### src/rtl/uff_pkg.sv
// uff_pkg: shared definitions for the universal flip-flop bank.
//   - uff_mode_e : operation select encoding (D, T, JK, SR)
//   - uff_next_t : next-state result of one bit (next q + illegal flag)
//   - uff_next() : single-bit next-state function used by every cell
package uff_pkg;

  typedef enum logic [1:0] {
    MODE_D  = 2'b00,
    MODE_T  = 2'b01,
    MODE_JK = 2'b10,
    MODE_SR = 2'b11
  } uff_mode_e;

  typedef struct packed {
    logic q;
    logic illegal;
  } uff_next_t;

  // SR with S=R=1 holds the current value so no X can ever be stored;
  // the caller decides whether the illegal flag matters (it is gated by en).
  function automatic uff_next_t uff_next(input logic [1:0] mode,
                                         input logic a,
                                         input logic b,
                                         input logic q);
    uff_next_t r;
    r.q       = q;
    r.illegal = 1'b0;
    case (mode)
      MODE_D:  r.q = a;
      MODE_T:  r.q = q ^ a;
      MODE_JK: begin
        case ({a, b})
          2'b01:   r.q = 1'b0;
          2'b10:   r.q = 1'b1;
          2'b11:   r.q = ~q;
          default: r.q = q;
        endcase
      end
      default: begin
        case ({a, b})
          2'b01:   r.q = 1'b0;
          2'b10:   r.q = 1'b1;
          2'b11:   r.illegal = 1'b1;
          default: r.q = q;
        endcase
      end
    endcase
    return r;
  endfunction

endpackage

### src/rtl/universal_ff_bank_if.sv
// universal_ff_bank_if: control/data bundle of the flip-flop bank.
//   master : drives en, mode, a, b, err_clr; observes Q, Qbar, err, err_bits
//   slave  : the bank side (inverse directions)
// ill_cnt exists only when UFF_ILLEGAL_CNT_EN is defined.
interface universal_ff_bank_if #(
  parameter int WIDTH = 8,
  parameter int CNT_W = 8
);
  logic             en;
  logic [1:0]       mode;
  logic [WIDTH-1:0] a;
  logic [WIDTH-1:0] b;
  logic             err_clr;
  logic [WIDTH-1:0] Q;
  logic [WIDTH-1:0] Qbar;
  logic             err;
  logic [WIDTH-1:0] err_bits;
`ifdef UFF_ILLEGAL_CNT_EN
  logic [CNT_W-1:0] ill_cnt;

  modport master (output en, mode, a, b, err_clr,
                  input  Q, Qbar, err, err_bits, ill_cnt);
  modport slave  (input  en, mode, a, b, err_clr,
                  output Q, Qbar, err, err_bits, ill_cnt);
`else
  modport master (output en, mode, a, b, err_clr,
                  input  Q, Qbar, err, err_bits);
  modport slave  (input  en, mode, a, b, err_clr,
                  output Q, Qbar, err, err_bits);
`endif
endinterface

### src/rtl/uff_bit.sv
// uff_bit: one flip-flop cell of the universal bank.
//   clk, rst    : clock, synchronous active-high reset (loads RST_VAL)
//   en_i        : update enable (0 = hold, no illegal indication)
//   mode_i      : D / T / JK / SR select
//   a_i, b_i    : D/T/J/S and -/-/K/R inputs
//   q_o, qbar_o : state and its complement
//   illegal_o   : this cycle is an enabled SR with S=R=1 (combinational)
module uff_bit
  import uff_pkg::*;
#(
  parameter logic RST_VAL = 1'b0
) (
  input  logic       clk,
  input  logic       rst,
  input  logic       en_i,
  input  logic [1:0] mode_i,
  input  logic       a_i,
  input  logic       b_i,
  output logic       q_o,
  output logic       qbar_o,
  output logic       illegal_o
);

  logic      q_q, q_d;
  uff_next_t nxt;

  always_comb begin
    nxt       = uff_next(mode_i, a_i, b_i, q_q);
    q_d       = en_i ? nxt.q : q_q;
    illegal_o = en_i & nxt.illegal;
  end

  always_ff @(posedge clk) begin
    if (rst) q_q <= RST_VAL;
    else     q_q <= q_d;
  end

  assign q_o    = q_q;
  assign qbar_o = ~q_q;

endmodule

### src/rtl/universal_ff_bank.sv
// universal_ff_bank: WIDTH-bit bank of D/T/JK/SR flip-flops with sticky
// illegal-SR tracking.
//   clk, rst : clock, synchronous active-high reset
//   bus      : universal_ff_bank_if.slave (en, mode, a, b, err_clr in;
//              Q, Qbar, err, err_bits [, ill_cnt] out)
// Optional: define UFF_ILLEGAL_CNT_EN to add the saturating illegal-cycle
// counter ill_cnt (CNT_W bits).
module universal_ff_bank
  import uff_pkg::*;
#(
  parameter int               WIDTH     = 8,
  parameter logic [WIDTH-1:0] RESET_VAL = '0,
  parameter int               CNT_W     = 8
) (
  input  logic                  clk,
  input  logic                  rst,
  universal_ff_bank_if.slave    bus
);

  logic [WIDTH-1:0] q_w, qbar_w, ill_w;
  logic             any_ill;

  for (genvar i = 0; i < WIDTH; i++) begin : g_bit
    uff_bit #(.RST_VAL(RESET_VAL[i])) u_bit (
      .clk       (clk),
      .rst       (rst),
      .en_i      (bus.en),
      .mode_i    (bus.mode),
      .a_i       (bus.a[i]),
      .b_i       (bus.b[i]),
      .q_o       (q_w[i]),
      .qbar_o    (qbar_w[i]),
      .illegal_o (ill_w[i])
    );
  end

  assign any_ill  = |ill_w;
  assign bus.Q    = q_w;
  assign bus.Qbar = qbar_w;

  logic             err_q, err_d;
  logic [WIDTH-1:0] err_bits_q, err_bits_d;

  // Clear is applied first so a coinciding illegal cycle leaves only its
  // own bits recorded.
  always_comb begin
    err_d      = err_q;
    err_bits_d = err_bits_q;
    if (bus.err_clr) begin
      err_d      = 1'b0;
      err_bits_d = '0;
    end
    if (any_ill) begin
      err_d      = 1'b1;
      err_bits_d = err_bits_d | ill_w;
    end
  end

  always_ff @(posedge clk) begin
    if (rst) begin
      err_q      <= 1'b0;
      err_bits_q <= '0;
    end else begin
      err_q      <= err_d;
      err_bits_q <= err_bits_d;
    end
  end

  assign bus.err      = err_q;
  assign bus.err_bits = err_bits_q;

`ifdef UFF_ILLEGAL_CNT_EN
  logic [CNT_W-1:0] cnt_q, cnt_d;

  // One count per illegal cycle regardless of how many bits were illegal.
  always_comb begin
    cnt_d = cnt_q;
    if (bus.err_clr) cnt_d = '0;
    if (any_ill && (cnt_d != '1)) cnt_d = cnt_d + 1'b1;
  end

  always_ff @(posedge clk) begin
    if (rst) cnt_q <= '0;
    else     cnt_q <= cnt_d;
  end

  assign bus.ill_cnt = cnt_q;
`endif

endmodule
### src/flat_wrapper.sv
// flat-port wrapper written by rule: the top's interface ports become plain ports
module universal_ff_bank_flat import uff_pkg::*;
#(
  parameter int               WIDTH     = 8,
  parameter logic [WIDTH-1:0] RESET_VAL = '0,
  parameter int               CNT_W     = 8
)
  (clk, rst, bus_en, bus_mode, bus_a, bus_b, bus_err_clr, bus_Q, bus_Qbar, bus_err, bus_err_bits);
  universal_ff_bank_if #(.WIDTH(WIDTH), .CNT_W(CNT_W)) bus_i ();
  input  logic clk;
  input  logic rst;
  input wire logic [$bits(bus_i.en)-1:0] bus_en;
  input wire logic [$bits(bus_i.mode)-1:0] bus_mode;
  input wire logic [$bits(bus_i.a)-1:0] bus_a;
  input wire logic [$bits(bus_i.b)-1:0] bus_b;
  input wire logic [$bits(bus_i.err_clr)-1:0] bus_err_clr;
  output wire logic [$bits(bus_i.Q)-1:0] bus_Q;
  output wire logic [$bits(bus_i.Qbar)-1:0] bus_Qbar;
  output wire logic [$bits(bus_i.err)-1:0] bus_err;
  output wire logic [$bits(bus_i.err_bits)-1:0] bus_err_bits;
  assign bus_i.en = bus_en;
  assign bus_i.mode = bus_mode;
  assign bus_i.a = bus_a;
  assign bus_i.b = bus_b;
  assign bus_i.err_clr = bus_err_clr;
  assign bus_Q = bus_i.Q;
  assign bus_Qbar = bus_i.Qbar;
  assign bus_err = bus_i.err;
  assign bus_err_bits = bus_i.err_bits;
  universal_ff_bank #(.WIDTH(WIDTH), .RESET_VAL(RESET_VAL), .CNT_W(CNT_W)) u_core (.clk(clk), .rst(rst), .bus(bus_i));
endmodule
### config.mk
export PLATFORM = sky130hd
export DESIGN_NAME = universal_ff_bank_flat
export DESIGN_NICKNAME = d
export VERILOG_FILES = /design/src/rtl/uff_pkg.sv /design/src/rtl/universal_ff_bank_if.sv /design/src/rtl/uff_bit.sv /design/src/rtl/universal_ff_bank.sv /design/src/flat_wrapper.sv
export SDC_FILE = /design/constraint.sdc
export NUM_CORES = 1
export LEC_CHECK = 0
export ABC_AREA = 1
export BUFFER_PORTS_ARGS = -buffer_cell sky130_fd_sc_hd__buf_2
export CORE_MARGIN = 3
export CORE_UTILIZATION = 45
export CTS_CLUSTER_SIZE = 24
export DETAILED_ROUTE_END_ITERATION = 8
export PLACE_DENSITY = 0.7
export SYNTH_ARGS = -nofsm -noshare
export SYNTH_HDL_FRONTEND = slang
export SYNTH_SLANG_ARGS = --single-unit
### constraint.sdc
create_clock -name clk -period 1.3 [get_ports clk]
set_input_delay 0.13 -clock clk [delete_from_list [all_inputs] [get_ports clk]]
set_output_delay 0.13 -clock clk [all_outputs]
set_load 0.02 [all_outputs]
==> metrics.cfg, run 1 <==
[status]
status = finished, final reports clean

[timing]
setup_violations = 0
max_freq_mhz = 964
grt_setup_unrepaired = no
slew_headroom = 0.738
period_share = 0.798
tns_ns = 0
skew_ns = 0
finalHoldViolCount = 0
slew_violations = 0
worstMarginPinSlew_ns = 0.393
fin_crit_ns = 1.04

[die]
die_y_um = 67.9
rows = 21
io-pin-count = 47
start_util = 0.489
dieArea_um2 = 4610
core_area_um2 = 3520
dieWidth_um = 67.9

[setup_path]
critPathMaxFanout = 5
r2r_end = u_core.g_bit[0].u_bit.q_o$_SDFFE_PP0P_
reg2reg_slack_ns = 0.30
crit_path_end_kind = primary output
arrival_ns = 0.91
cp.required_ns = 1.17
crit_chain = inv_1, buf_2
ff2ff_path_depth = 8
timing.rr.start = u_core.g_bit[0].u_bit.q_o$_SDFFE_PP0P_
cpPeakStageDelay_ns = 0.42
path_class = reg2out
cp_slowest_cell = dfxtp_1
cp-start-kind = register

[finish]
layout_common_cells = nand2_1, buf_2, inv_1, nand3_1, ha_1
stdcell_area_um2 = 1920
areaGrowthSynthToFinish_pct = 11.4
fillers = 377
drive_gt1_frac = 0.236
post-route-util = 0.545
final_common_cell = nand2_1
layout.nets = 348
antenna_cells = 0

[global_routing]
grt_max_degree = 17
gr-total-overflow = 0
grt_pass1_vias = 1533
track_usage = 0.183
antenna_found_initial = 0
grt_pass1_wl_um = 6520

[clock_tree]
cts.sinks = 17
insertion_delay_ns = 0.25
hold_buffers = 0
cts_resized = 0
cts.clk_slew.worst_paths_ns = 0.08
clockRootBuffer = clkbuf_8
numCtsBuffers = 3
ctsHtreeMaxLevel = 1
cts_tree = yes
clk_path_buf_depth = 2
post-cts-setup-buffers = 0

[power_and_ir_drop]
p_switching_mw = 0.523
cellPowerDensity_nw_per_um2 = 760
p_comb_frac = 0.330
power.internal_mw = 0.936
swShare = 0.359
peakVddDrop_uv = 409
pwr-share-seq = 0.389
p_leak_nw = 1.02
p_total_mw = 1.46
p_clk_frac = 0.281

[route]
drc = 0
drtPass1Iterations = 4
detail-route-antenna-nets = 0
routed_wl_um = 3990
vias = 1698
drtIter0Drc = 90
wl_per_cell_um = 11.5
vias_per_cell = 4.89

[min_path]
hold_path_depth = 2
hold_path_startpoint = rst
hold_end = u_core.g_bit[3].u_bit.q_o$_SDFFE_PP0P_
hold_class = in2reg

[placement]
place_hpwl_um = 3120
portBuffers = 46
place.gp.congestion = 0.925
postPlaceCellArea_um2 = 1870

[synth]
ys_seq_area_frac = 0.198
syn-cell-area_um2 = 1720
ys_ff_latch = 17
syn-num-nets = 315
ys.warnings.count = 0
syn-mean-instance-area_um2 = 6.40
syn-instance-count = 269
synth_cell_type_count = 22

[job]
cap_violations = 0

## per-layer routing
layer	GRT usage	wire (um)
met1	0.244	1770
met2	0.310	1870
met3	0.0230	309
met4	0.0521	39
met5	0	0
## flip-flops by register name, summed over array words and instances, names as in the netlist
name and count:
u_core.bus.err 1, u_core.g_bit.u_bit.q_o 8, u_core.bus.err_bits 8
## cell usage after synthesis
cell type / count / area (um2)
o21a_1: 1 / 7.51
inv_1: 35 / 131
buf_6: 1 / 11.3
nand3_2: 4 / 40.0
nor2_1: 12 / 45.0
o21ai_0: 6 / 30.0
nand2_2: 1 / 6.26
nand3_1: 33 / 165
clkbuf_1: 1 / 3.75
dfxtp_1: 17 / 340
clkinv_1: 1 / 3.75
nand4_1: 1 / 6.26
buf_4: 19 / 143
or2_2: 1 / 6.26
ha_1: 24 / 300
inv_2: 5 / 18.8
buf_8: 1 / 15.0
nand2_1: 77 / 289
buf_2: 2 / 10.0
o21ai_1: 4 / 20.0
a21oi_1: 19 / 95.1
a21oi_2: 4 / 35.0
## power groups by stage
stage	Combinational (mW)	Sequential, mW	Clock, mW
finish	0.482	0.568	0.409
global route	0.545	0.572	0.442
CTS	0.483	0.568	0.421
detailed placement	0.480	0.580	0
global placement	0.475	0.580	0
floorplan	0.368	0.582	0
## critical path, delay by kind of cell (launching register included)
| kind | cells | cell delay [ns] |
|---|---|---|
| DFF | 1 | 0.42 |
| buffers and inverters | 2 | 0.23 |
## area by class of cell
class | instances | area (um2) | area share
clock inverter | 1 | 5.00 | 0.00261
tap | 46 | 57.6 | 0.0300
sequential | 17 | 340 | 0.177
clock buffer | 3 | 41.3 | 0.0215
multi-input combinational | 187 | 1050 | 0.545
inverter | 41 | 154 | 0.0802
timing repair buffer | 52 | 275 | 0.143
## through the flow
step	std cells	setup slack (ns)	hold slack (ns)
floorplan	269	0.231	0.381
global placement	343	0.0143	0.454
detailed placement	343	0.0131	0.456
CTS	347	0.264	0.240
global route	347	0.141	0.268
finish	347	0.262	0.244
## cell families after synthesis
logic type | synth area share
buffers and inverters | 0.195
adder cells (fa/ha/maj) | 0.174
AND/OR/NAND/NOR | 0.324
flip-flops | 0.198
AO/OA/AOI/OAI | 0.109
## worst max-delay path by stage
stage,cells after the start,from,endpoint
floorplan,9,bus_mode[0],u_core.g_bit[4].u_bit.q_o$_SDFFE_PP0P_
global placement,12,bus_mode[0],u_core.g_bit[0].u_bit.q_o$_SDFFE_PP0P_
detailed placement,10,bus_mode[0],u_core.g_bit[6].u_bit.q_o$_SDFFE_PP0P_
CTS,2,u_core.g_bit[7].u_bit.q_o$_SDFFE_PP0P_,bus_Qbar[7]
global route,9,bus_mode[0],u_core.g_bit[6].u_bit.q_o$_SDFFE_PP0P_
finish,2,u_core.g_bit[7].u_bit.q_o$_SDFFE_PP0P_,bus_Qbar[7]
(Power assumes the default switching activity.)
==> run 2, diff against run 1 <==
--- a/config.mk
+++ b/config.mk
@@ -5,13 +5,13 @@
 export SDC_FILE = /design/constraint.sdc
 export NUM_CORES = 1
 export LEC_CHECK = 0
-export ABC_AREA = 1
+export ABC_AREA = 0
 export BUFFER_PORTS_ARGS = -buffer_cell sky130_fd_sc_hd__buf_2
 export CORE_MARGIN = 3
 export CORE_UTILIZATION = 45
 export CTS_CLUSTER_SIZE = 24
 export DETAILED_ROUTE_END_ITERATION = 8
-export PLACE_DENSITY = 0.7
+export PLACE_DENSITY = 0.74
 export SYNTH_ARGS = -nofsm -noshare
 export SYNTH_HDL_FRONTEND = slang
 export SYNTH_SLANG_ARGS = --single-unit
==> constraint.sdc (replaced) <==
create_clock -name clk -period 0.85 [get_ports clk]
set_input_delay 0.085 -clock clk [delete_from_list [all_inputs] [get_ports clk]]
set_output_delay 0.085 -clock clk [all_outputs]
set_load 0.02 [all_outputs]
==> run 2 against run 1 <==
Compared with the run above: the run now ends with setup timing left; global-route usage increased by 4.9 points; combinational power grew to 2.5 times the previous value; critical endpoint is now bus_Qbar[0]; die area is 7.3% lower; highest routed layer unchanged; sequential cell count is the same; worst setup slack got worse by 0.56 ns; register-to-register slack got worse by 0.59 ns; hold slack worse by 0.14 ns; sequential share of layout area fell by 3.9 points; critical path type unchanged.
==> metrics.cfg, run 2 <==
[status]
status = complete, but fails checks  ; was finished, final reports clean
violations = setup timing

[global_routing]
grt_max_degree = 15  ; was 17
gr-total-overflow = 0  ; unchanged
grt_pass1_wl_um = 7780  ; was 6520 um
antenna_found_initial = 0  ; unchanged
grt_pass1_vias = 1735  ; was 1533
track_usage = 0.232  ; was 0.183

[finish]
layout.nets = 331  ; was 348
post-route-util = 0.819  ; was 0.545
final_common_cell = buf_4  ; was nand2_1
areaGrowthSynthToFinish_pct = 65.5  ; was 11.4%
fillers = 190  ; was 377
drive_gt1_frac = 0.556  ; was 0.236
final_cells = 328  ; was 347
layout_common_cells = buf_4, buf_6, ha_1, buf_2, dfxtp_2  ; was nand2_1, buf_2, inv_1, nand3_1, ha_1
antenna_cells = 0  ; unchanged

[clock_tree]
numCtsBuffers = 3  ; unchanged
cts.sinks = 17  ; unchanged
clockRootBuffer = clkbuf_4  ; was clkbuf_8
ctsHtreeMaxLevel = 1  ; unchanged
cts_tree = yes  ; unchanged
clk_path_buf_depth = 2  ; unchanged
hold_buffers = 0  ; unchanged
cts.clk_slew.worst_paths_ns = 0.12  ; was 0.08 ns
insertion_delay_ns = 0.31  ; was 0.25 ns

[synth]
syn-num-nets = 250  ; was 315
syn-cell-area_um2 = 1590  ; was 1720 um2
synth_edf_count = 0  ; unchanged
ys.warnings.count = 0  ; unchanged
synthArstFlopShare = 0  ; unchanged
ys_ff_latch = 17  ; unchanged
yosysMostFrequentCell = inv_1  ; was nand2_1
synth_flop_cell = dfxtp_1  ; unchanged
synthTopCellsByArea = dfxtp_1, ha_1, buf_4, inv_1, a21oi_1  ; was dfxtp_1, ha_1, nand2_1, nand3_1, buf_4
syn-mean-instance-area_um2 = 7.77  ; was 6.40 um2
ys_seq_area_frac = 0.215  ; was 0.198
synth_top_area_cell = dfxtp_1  ; unchanged
syn-instance-count = 204  ; was 269
synth_top_area_frac = 0.215  ; was 0.198
netlist_top_cells_count = inv_1, ha_1, buf_4, dfxtp_1  ; was nand2_1, inv_1, nand3_1
synth_cell_type_count = 35  ; was 22

[timing]
tns_ns = -4.88  ; was 0 ns
finalHoldViolCount = 0  ; unchanged
slew_violations = 0  ; unchanged
skew_ns = 0  ; unchanged
fin_crit_ns = 1.15
grt_setup_unrepaired = yes  ; was no
layout_setup_ws_ns = -0.299  ; was 0.262 ns
slew_headroom = 0.787  ; was 0.738
period_share = 1.35
holdWs_ns = 0.107  ; was 0.244 ns
setup_violations = 33  ; was 0
max_freq_mhz = 870
worstMarginPinSlew_ns = 0.318  ; was 0.393 ns

[placement]
portBuffers = 46  ; unchanged
place_hpwl_um = 3110  ; was 3120 um
dp_cells = 309  ; was 343
place.gp.congestion = 0.791  ; was 0.925

[die]
dieArea_um2 = 4270  ; was 4610 um2
rows = 20  ; was 21
io-pin-count = 47  ; unchanged
core_area_um2 = 3200  ; was 3520 um2
start_util = 0.495  ; was 0.489
dieWidth_um = 65.4  ; was 67.9 um
die_y_um = 65.4  ; was 67.9 um

[setup_path]
crit_chain = buf_4, buf_6, inv_4, buf_6  ; was inv_1, buf_2
crit_path_start = u_core.g_bit[0].u_bit.q_o$_SDFFE_PP0P_  ; was u_core.g_bit[7].u_bit.q_o$_SDFFE_PP0P_
cpLargestDelayFamily = buffers and inverters  ; was flip-flops
cp_slowest_cell = dfxtp_2  ; was dfxtp_1
arrival_ns = 1.06  ; was 0.91 ns
path_class = reg2out  ; unchanged
crit_top_cell = buf_6
path_buf_inv = 4  ; was 2
critPathMaxFanout = 3  ; was 5
crit_path_end_kind = primary output  ; unchanged
cp.required_ns = 0.76  ; was 1.17 ns
timing.rr.start = u_core.g_bit[0].u_bit.q_o$_SDFFE_PP0P_  ; unchanged
cp-start-kind = register  ; unchanged
cpPeakStageDelay_ns = 0.35  ; was 0.42 ns

[power_and_ir_drop]
p_leak_nw = 1.20  ; was 1.02 nW
cellPowerDensity_nw_per_um2 = 983  ; was 760 nW/um2
peakVddDrop_uv = 511  ; was 409 uV
p_total_mw = 2.58  ; was 1.46 mW

[route]
detail-route-antenna-nets = 0  ; unchanged
wl_per_cell_um = 15.1  ; was 11.5 um
vias = 1755  ; was 1698
vias_per_cell = 5.35  ; was 4.89
routed_wl_um = 4950  ; was 3990 um
drtIter0Drc = 106  ; was 90
drc = 0  ; unchanged
drtPass1Iterations = 4  ; unchanged

[min_path]
hold_path_startpoint = bus_a[0]  ; was rst
hold_class = in2reg  ; unchanged

[job]
cap_violations = 0  ; unchanged

-- run 2: cell count changes after synthesis, sizes merged, moves of 3 or more --
| cell | previous run | this run |
|---|---|---|
| clkbuf | 1 | 5 |
| nand2 | 78 | 9 |
| xor2 | 0 | 5 |
| a31oi | 0 | 3 |
| a22oi | 0 | 8 |
| o21ai | 10 | 20 |
| a21oi | 23 | 15 |
| nor2b | 0 | 7 |
| buf | 23 | 20 |
| nand3 | 37 | 6 |
| a221o | 0 | 4 |
| a211o | 0 | 6 |
| inv | 40 | 25 |
-- run 2: cell type report --
cell class,count,area (um2),share of cell area
Clock inverter,1,5.00,0.00191
Sequential cell,17,364,0.139
Multi-Input combinational cell,136,1160,0.443
Timing Repair Buffer,101,886,0.338
Inverter,26,128,0.0486
Clock buffer,3,22.5,0.00858
Tap cell,44,55.1,0.0210
-- run 2: worst paths after layout --
kind | cells past startpoint | end | slack [ns]
max | 4 | bus_Qbar[0] | -0.30
min reg2reg | 2 | u_core.bus.err$_SDFFE_PP0P_ | 0.49
max reg2reg | 4 | u_core.g_bit[0].u_bit.q_o$_SDFFE_PP0P_ | -0.29
min | 3 | u_core.bus.err_bits[0]$_SDFF_PP0_ | 0.11
-- run 2: cell families after synthesis --
kind of cell	Yosys count	share of synthesized area
adders and majority gates	24	0.189
muxes	1	0.00710
DFF	17	0.215
buffers and inverters	51	0.163
and+or+nand+nor	40	0.123
xor gates and xnor gates	5	0.0276
AOI/OAI and AO/OA	66	0.275
-- run 2: worst reg2reg max path: cells and delay by family (launching register included) --
| family | cells | cell delay (ns) |
|---|---|---|
| AO/OA/AOI/OAI | 2 | 0.34 |
| flip-flops | 1 | 0.35 |
| multiplexers | 1 | 0.20 |
| AND/OR/NAND/NOR | 1 | 0.20 |
-- run 2: stage by stage --
step                      cell area [um2]  worst slack, ns
after global placement               2140           -0.528
after global routing                 2620           -0.368
final                                2620           -0.299
after CTS                            2560           -0.281
after floorplan                      1730           -0.224
after detailed placement             2140           -0.585
-- run 2: power breakdown --
group          total, mW  internal [mW]  leakage [nW]  switching (mW)
combinational       1.21          0.623          1.03           0.592
sequential         0.878          0.841         0.146          0.0373
clock              0.486          0.176        0.0177           0.310
-- run 2: repair_timing --
action / in CTS / in global routing
pin swaps: 12 / 2
endpoints found under the setup margin: 34 / 34
resized for setup: 107 / 9
setup buffers: 12 / 3
-- run 2: metal layers --
layer	GRT usage	wire, um	up-vias
met5	0	0	-
met4	0.0933	94	0
met3	0.0274	271	8
met1	0.271	2020	831
li1	-	-	854
met2	0.426	2570	62
==> run 3, diff against run 2 <==
--- a/config.mk
+++ b/config.mk
@@ -7,11 +7,11 @@
 export LEC_CHECK = 0
 export ABC_AREA = 0
 export BUFFER_PORTS_ARGS = -buffer_cell sky130_fd_sc_hd__buf_2
-export CORE_MARGIN = 3
+export CORE_MARGIN = 8
 export CORE_UTILIZATION = 45
 export CTS_CLUSTER_SIZE = 24
 export DETAILED_ROUTE_END_ITERATION = 8
-export PLACE_DENSITY = 0.74
+export PLACE_DENSITY = 0.71
 export SYNTH_ARGS = -nofsm -noshare
 export SYNTH_HDL_FRONTEND = slang
 export SYNTH_SLANG_ARGS = --single-unit
==> constraint.sdc (replaced) <==
create_clock -name clk -period 1.3 [get_ports clk]
set_input_delay 0.13 -clock clk [delete_from_list [all_inputs] [get_ports clk]]
set_output_delay 0.13 -clock clk [all_outputs]
set_load 0.02 [all_outputs]
==> run 3 against run 2 <==
Compared with the run above: the flow now finishes without violations; non-clock buffer count is 27 lower; final area shrank 26%; sequential share of layout area grew 3.6 points; via count down 9.7%; worst setup slack improved by 0.35 ns; register-to-register slack better by 0.34 ns; first-iteration DRC count is 28% higher; core utilization shrank 24 points; sequential cell count unchanged; largest cell class unchanged.
==> metrics.cfg, run 3 (synthesis results as in run 2) <==
[status]
status = finished, final reports clean  ; was complete, but fails checks

[power_and_ir_drop]
p_leak_nw = 0.971  ; was 1.20 nW
p_total_mw = 1.37  ; was 2.58 mW
peakVddDrop_uv = 462  ; was 511 uV
cellPowerDensity_nw_per_um2 = 704  ; was 983 nW/um2

[clock_tree]
cts_tree = yes  ; unchanged
cts.clk_slew.worst_paths_ns = 0.11  ; was 0.12 ns
hold_buffers = 0  ; unchanged
ctsHtreeMaxLevel = 1  ; unchanged
cts.sinks = 17  ; unchanged
insertion_delay_ns = 0.29  ; was 0.31 ns
clk_path_buf_depth = 2  ; unchanged
numCtsBuffers = 3  ; unchanged
clockRootBuffer = clkbuf_4  ; unchanged

[finish]
layout.nets = 304  ; was 331
seq_area_um2 = 340  ; was 364 um2
antenna_cells = 0  ; unchanged
final_common_cell = buf_2  ; was buf_4
drive_gt1_frac = 0.315  ; was 0.556
layout_common_cells = buf_2, buf_4, inv_1, ha_1, dfxtp_1  ; was buf_4, buf_6, ha_1, buf_2, dfxtp_2
final_cells = 303  ; was 328
multi_input_area_um2 = 987  ; was 1160 um2
areaGrowthSynthToFinish_pct = 23.0  ; was 65.5%
stdcell_area_um2 = 1950  ; was 2620 um2
fillers = 345  ; was 190
post-route-util = 0.580  ; was 0.819

[global_routing]
track_usage = 0.146  ; was 0.232
gr-total-overflow = 0  ; unchanged
grt_pass1_vias = 1432  ; was 1735
grt_max_degree = 15  ; unchanged
grt_pass1_wl_um = 6520  ; was 7780 um
antenna_found_initial = 0  ; unchanged

[timing]
holdWs_ns = 0.0944  ; was 0.107 ns
slew_headroom = 0.762  ; was 0.787
finalHoldViolCount = 0  ; unchanged
setup_violations = 0  ; was 33
max_freq_mhz = 802
worstMarginPinSlew_ns = 0.355  ; was 0.318 ns
skew_ns = 0  ; unchanged
period_share = 0.960
grt_setup_unrepaired = no  ; was yes
layout_setup_ws_ns = 0.0524  ; was -0.299 ns
slew_violations = 0  ; unchanged
fin_crit_ns = 1.25
tns_ns = 0  ; was -4.88 ns

[setup_path]
arrival_ns = 1.50  ; was 1.06 ns
critPathMaxFanout = 2  ; was 3
path_class = reg2reg  ; was reg2out
crit_path_end_kind = register  ; was primary output
cp.required_ns = 1.55  ; was 0.76 ns
cp-start-kind = register  ; unchanged

[die]
dieArea_um2 = 5680  ; was 4270 um2
start_util = 0.471  ; was 0.495
dieWidth_um = 75.4  ; was 65.4 um
die_y_um = 75.4  ; was 65.4 um
core_area_um2 = 3360  ; was 3200 um2
io-pin-count = 47  ; unchanged
rows = 21  ; was 20

[placement]
portBuffers = 46  ; unchanged
place_ws_ns = -0.192  ; was -0.585 ns
postPlaceCellArea_um2 = 1920  ; was 2140 um2
place_hpwl_um = 3280  ; was 3110 um
place.gp.congestion = 0.890  ; was 0.791
dp_cells = 299  ; was 309

[job]
cap_violations = 0  ; unchanged

[route]
drtPass1Iterations = 4  ; unchanged
wl_per_cell_um = 13.4  ; was 15.1 um
drtIter0Drc = 136  ; was 106
routed_wl_um = 4080  ; was 4950 um
detail-route-antenna-nets = 0  ; unchanged
vias = 1585  ; was 1755
drc = 0  ; unchanged
vias_per_cell = 5.23  ; was 5.35

[min_path]
hold_class = in2reg  ; unchanged

[run 3: worst paths after layout]
kind	endpoint	cells past startpoint	from	slack (ns)
max	u_core.g_bit[0].u_bit.q_o$_SDFFE_PP0P_	4	u_core.g_bit[0].u_bit.q_o$_SDFFE_PP0P_	0.05
min	u_core.g_bit[2].u_bit.q_o$_SDFFE_PP0P_	2	bus_en	0.09
max reg2reg	u_core.g_bit[0].u_bit.q_o$_SDFFE_PP0P_	4	u_core.g_bit[0].u_bit.q_o$_SDFFE_PP0P_	0.05
min reg2reg	u_core.bus.err$_SDFFE_PP0P_	2	u_core.bus.err$_SDFFE_PP0P_	0.46
[run 3: where the power goes]
part / internal, mW / switching [mW]
logic: 0.222 / 0.287
registers: 0.545 / 0.0228
clock network: 0.115 / 0.181
[run 3: metal layers]
metal | vias to the layer above | part of all wire | global-route usage
li1 | 798 | - | -
met1 | 726 | 0.44 | 0.188
met2 | 57 | 0.47 | 0.231
met3 | 4 | 0.073 | 0.0289
met4 | 0 | 0.012 | 0.0597
met5 | - | 0 | 0
[run 3: area by class of cell]
type                    instances  area share
flip-flops and latches         17       0.174
inverters                      26      0.0500
clock inverters                 1     0.00257
well taps                      46      0.0295
clock buffers                   3      0.0115
repair buffers                 74       0.226
multi-input cells             136       0.506
[run 3: what timing repair did]
| item | in CTS | in global routing |
|---|---|---|
| gates resized for setup | 0 | 1 |
| setup endpoints to repair | 0 | 1 |
| setup buffers | 0 | 0 |
[run 3: critical path: stages, from the launching register on]
cell and delay [ns]:
dfxtp_1 0.33, o21bai_1 0.14, and4_1 0.19, a2111oi_1 0.35, mux2_1 0.19
